===== src/rtl/sw_debounce8_pkg.sv =====
// Shared defaults and helpers for the eight-switch-plus-enable debouncer.
package sw_debounce8_pkg;

  localparam int DEBOUNCE_CYCLES_DEF = 16;
  localparam int SYNC_STAGES_DEF     = 2;
  localparam int NUM_CH              = 9;

  // Smallest width whose range covers 0..cycles-1 (minimum 1 bit).
  function automatic int cnt_width(input int cycles);
    int w;
    w = 1;
    for (int i = 1; i <= 16; i++) begin
      if ((1 << i) < cycles) w = i + 1;
    end
    return w;
  endfunction

endpackage


===== src/rtl/sw_debounce8_bit.sv =====
// One debounce channel: synchronizer, run-length counter and accepted level.
module debounce_bit
  import sw_debounce8_pkg::*;
#(
  parameter int DEBOUNCE_CYCLES = DEBOUNCE_CYCLES_DEF,
  parameter int SYNC_STAGES     = SYNC_STAGES_DEF
) (
  input  logic clk,
  input  logic rst_n,
  input  logic i_raw,
  output logic o_q
);

  localparam int CW = cnt_width(DEBOUNCE_CYCLES);
  localparam logic [CW-1:0] TERM = CW'(DEBOUNCE_CYCLES - 1);

  logic [SYNC_STAGES-1:0] r_sync;
  logic [CW-1:0]          r_cnt;
  logic                   r_q;
  logic                   w_s;

  assign w_s = r_sync[SYNC_STAGES-1];
  assign o_q = r_q;

  always_ff @(posedge clk or negedge rst_n) begin
    if (!rst_n) begin
      r_sync <= '0;
      r_cnt  <= '0;
      r_q    <= 1'b0;
    end else begin
      r_sync <= {r_sync[SYNC_STAGES-2:0], i_raw};
      if (w_s == r_q) begin
        r_cnt <= '0;
      end else if (r_cnt == TERM) begin
        // Terminal count clears the counter, so it can never wrap.
        r_q   <= w_s;
        r_cnt <= '0;
      end else begin
        r_cnt <= r_cnt + CW'(1);
      end
    end
  end

endmodule


===== src/rtl/sw_debounce8.sv =====
// Debounces eight switches plus an enable switch and flags accepted edges.
module sw_debounce8
  import sw_debounce8_pkg::*;
#(
  parameter int DEBOUNCE_CYCLES = DEBOUNCE_CYCLES_DEF,
  parameter int SYNC_STAGES     = SYNC_STAGES_DEF
) (
  input  logic       clk,
  input  logic       rst_n,
  input  logic [7:0] sw_in,
  input  logic       en_in,
  output logic [7:0] x,
  output logic       en,
  output logic [7:0] rise,
  output logic       chg
);

  logic [NUM_CH-1:0] w_raw;
  logic [NUM_CH-1:0] w_q;
  logic [NUM_CH-1:0] r_q_d;
  logic [7:0]        r_rise;
  logic              r_chg;

  assign w_raw = {en_in, sw_in};

  for (genvar c = 0; c < NUM_CH; c++) begin : g_ch
    debounce_bit #(
      .DEBOUNCE_CYCLES(DEBOUNCE_CYCLES),
      .SYNC_STAGES    (SYNC_STAGES)
    ) u_bit (
      .clk  (clk),
      .rst_n(rst_n),
      .i_raw(w_raw[c]),
      .o_q  (w_q[c])
    );
  end

  // Edge flags compare against last cycle's levels, so they land one cycle after x/en move.
  always_ff @(posedge clk or negedge rst_n) begin
    if (!rst_n) begin
      r_q_d  <= '0;
      r_rise <= '0;
      r_chg  <= 1'b0;
    end else begin
      r_q_d  <= w_q;
      r_rise <= w_q[7:0] & ~r_q_d[7:0];
      r_chg  <= |(w_q ^ r_q_d);
    end
  end

  assign x    = w_q[7:0];
  assign en   = w_q[8];
  assign rise = r_rise;
  assign chg  = r_chg;

endmodule


===== config.mk =====
export PLATFORM = sky130hd
export DESIGN_NAME = sw_debounce8
export DESIGN_NICKNAME = d
export VERILOG_FILES = /design/src/rtl/sw_debounce8_pkg.sv /design/src/rtl/sw_debounce8_bit.sv /design/src/rtl/sw_debounce8.sv
export SDC_FILE = /design/constraint.sdc
export NUM_CORES = 1
export LEC_CHECK = 0
export CAP_MARGIN = 20
export CORE_ASPECT_RATIO = 0.7
export CORE_MARGIN = 4
export CORE_UTILIZATION = 44
export DETAILED_ROUTE_END_ITERATION = 7
export PLACE_DENSITY = 0.66
export SLEW_MARGIN = 20
export SYNTH_ARGS = -nofsm -noshare
export SYNTH_HDL_FRONTEND = slang
export SYNTH_SLANG_ARGS = --single-unit
export TNS_END_PERCENT = 100

===== constraint.sdc =====
create_clock -name clk -period 1.65 [get_ports clk]
set_input_delay 0.2475 -clock clk [delete_from_list [all_inputs] [get_ports clk]]
set_output_delay 0.2475 -clock clk [all_outputs]
set_load 0.1 [all_outputs]

==> results.yml <==
status:
  run_status: "complete, no violations"
critical_path:
  cp-startpoint: "g_ch[2].u_bit.o_q"
  critPathSlowestCell: "dfrtp_1"
  arrival_ns: 1.58
  worst-path-max-fanout: 5
  worst_setup_path_end_kind: "flop"
  worstPathCellList: "ha_1, nand4_1, or3_1"
  crit_type: "flop to flop"
  reg2reg_depth: 3
  endpoint: "chg"
  start_kind: "flop"
  reg2reg_from: "g_ch[2].u_bit.o_q"
  reg2reg_slack_ns: 0.29
  reg2reg_to: "chg"
  critPathMaxStageDelay_ns: 0.46
  required_ns: 1.87
clock_network:
  clock-sinks: 81
  cts_tree: "built"
  clk_transition_reported_paths_ns: 0.08
  cts_htree_levels: 3
  clockBufferDepth: 2
  clk-insertion-delay-late_ns: 0.34
  cts_made_buffers: 9
  clock-root-buffer: "clkbuf_8"
  ctsResizeCount: 0
  cts_setup_buffers: 0
cells_and_area:
  drive_gt1_share_pct: 20.0
  nNetsFinal: 288
  syn_to_final_growth_pct: 23.8
  num_antenna_cells: 0
  fin_area_um2: 3900
sta:
  fin_hold_ws_ns: 0.336
  relSlewSlack_pct: 71.0
  fin_crit_ns: 1.36
  post-route-period-util_pct: 82.2
  drv_slew: 0
  setup_violations: 0
  worstMarginPinSlew_ns: 0.435
  rsz0062_at_grt: "false"
  clock_skew_ns: 0.00389
  tns_ns: 0
  final_hold_viol_count: 0
  fmax_mhz: 737
placement:
  placed_area_um2: 3690
  io_buffer_count: 28
  dp_hpwl_um: 3230
  globalplace.congestion: 0.702
synthesis:
  syn_avg_cell_area_um2: 13.9
  synth.most_common_cell: "dfrtp_1"
  synth_seq_area_share_pct: 64.4
  synth_area_leader_cell: "dfrtp_1"
  yosys_most_used_dff: "dfrtp_1"
  synth_area_um2: 3150
  async_reset_ff_share_pct: 100
  ys_top_cells_by_count: "dfrtp_1 (81), a21oi_1 (18), xnor2_1 (18)"
  syn_nets: 254
  synth_edf_count: 0
  synthTopCellsByArea: "dfrtp_1 (64%), ha_1 (6.8%), xnor2_1 (5.0%), mux2_4 (4.3%), a21oi_1 (2.9%)"
  ys_warn_count: 0
  synth_cell_types: 18
  ys_seq_elements: 81
  synth_top_area_share_pct: 64.4
  synthCells: 226
die:
  start_util_pct: 46.0
  fp.dieW_um: 109
  io_pins: 29
  row_count: 25
  die_height_um: 78.8
  coreArea_um2: 6850
  die_area_um2: 8600
power:
  ir_drop_mv: 0.566
  power.density_nw_per_um2: 959
  power.leakage_nw: 1.73
global_route:
  grt_antenna_before_repair: 0
  first_global_vias: 1729
  grt_max_degree: 38
  track_usage_pct: 12.3
  grt_pass1_wl_um: 8080
  grt-ovfl-total: 0
drt:
  avgRoutedWirePerCell_um: 12.8
  ant_nets: 0
  drt_iter0_markers: 29
  drc: 0
  viasPerCell: 4.73
  vias: 1699
  drtPass1Iterations: 4
  wirelength_um: 4600
min_path:
  hp-class: "primary input to flop"
job:
  maxCapViolCount: 0
==> cells by family after synthesis <==
logic type      Yosys count  synth area share, %
flops                    81                 64.4
mux                       9                 4.29
fa+ha+maj                17                 6.75
simple gates             46                 10.5
buf+inv                  25                 3.93
xor+xnor                 19                 5.28
compound gates           29                 4.85
==> layout make-up <==
class                   count  area, um^2
clock buffers              12         145
clock inverters             4        52.6
fillers                   542        2950
inverters                  17        63.8
multi-input cells         120         998
flip-flops and latches     81        2030
well taps                  94         118
repair buffers             31         495
==> critical path, delay by kind of cell, from the launching register on <==
kind	cells	cell delay (ns)
DFF	1	0.46
adders and majority gates	1	0.32
and+or+nand+nor	2	0.45
==> where the power goes <==
part | total [W] | switching [W] | internal (W)
logic | 0.000207 | 0.000105 | 0.000102
clock network | 0.00141 | 0.000664 | 0.000741
registers | 0.00213 | 0.0000681 | 0.00206
total | 0.00374 | 0.000838 | 0.00290
==> worst min path at each step <==
stage          startpoint                       to  slack [ns]  cells past startpoint
2_1_floorplan       rst_n                      chg       -0.05                      0
3_3_place_gp        rst_n   g_ch[2].u_bit.r_cnt[3]        0.23                      1
3_5_place_dp        rst_n   g_ch[2].u_bit.r_cnt[3]        0.23                      1
4_1_cts          sw_in[5]  g_ch[5].u_bit.r_sync[0]        0.32                      1
5_1_grt          sw_in[1]  g_ch[1].u_bit.r_sync[0]        0.31                      1
6_report         sw_in[5]  g_ch[5].u_bit.r_sync[0]        0.34                      1
==> per-layer routing <==
layer	GRT usage, %	vias to the layer above	share of wire (%)
li1	-	835	-
met1	16.5	826	47
met2	17.9	32	46
met3	5.44	6	5.8
met4	4.16	0	1.2
met5	0	-	0
==> flip-flops by register name, summed over array words and instances, names as in the netlist <==
name / cells
chg: 1
g_ch.u_bit.o_q: 9
g_ch.u_bit.r_cnt: 36
g_ch.u_bit.r_sync: 18
r_q_d: 9
rise: 8
==> metrics by stage <==
step                std cells  power (W)  util [%]  worst slack [ns]
finish                    359    0.00374      56.9             0.294
global placement          342    0.00237      53.9             0.321
global route              359    0.00394      56.9             0.224
detailed placement        342    0.00238      53.9             0.288
floorplan                 226    0.00227         -             0.118
CTS                       359    0.00381      56.9             0.273
==> what timing repair did <==
item,4_1_cts,5_1_grt
hold buffers,1,0
hold endpoints to repair,32,0
endpoints found under the setup margin,0,0
==> layout by cell type (no fill, tap or decap), types with 2 or more instances in the layout <==
cell	instances
xnor2_1	18
buf_12	19
buf_4	2
clkinvlp_4	3
clkbuf_1	2
nand4_1	2
a21oi_1	18
a311oi_1	2
dfrtp_1	81
o21ai_0	9
ha_1	17
clkbuf_8	10
inv_1	17
nand3_2	9
nor2_1	9
nand4b_1	9
mux2_4	9
nor2b_1	8
clkdlybuf4s50_1	9
nor3b_1	7
(Power assumes the default switching activity.)
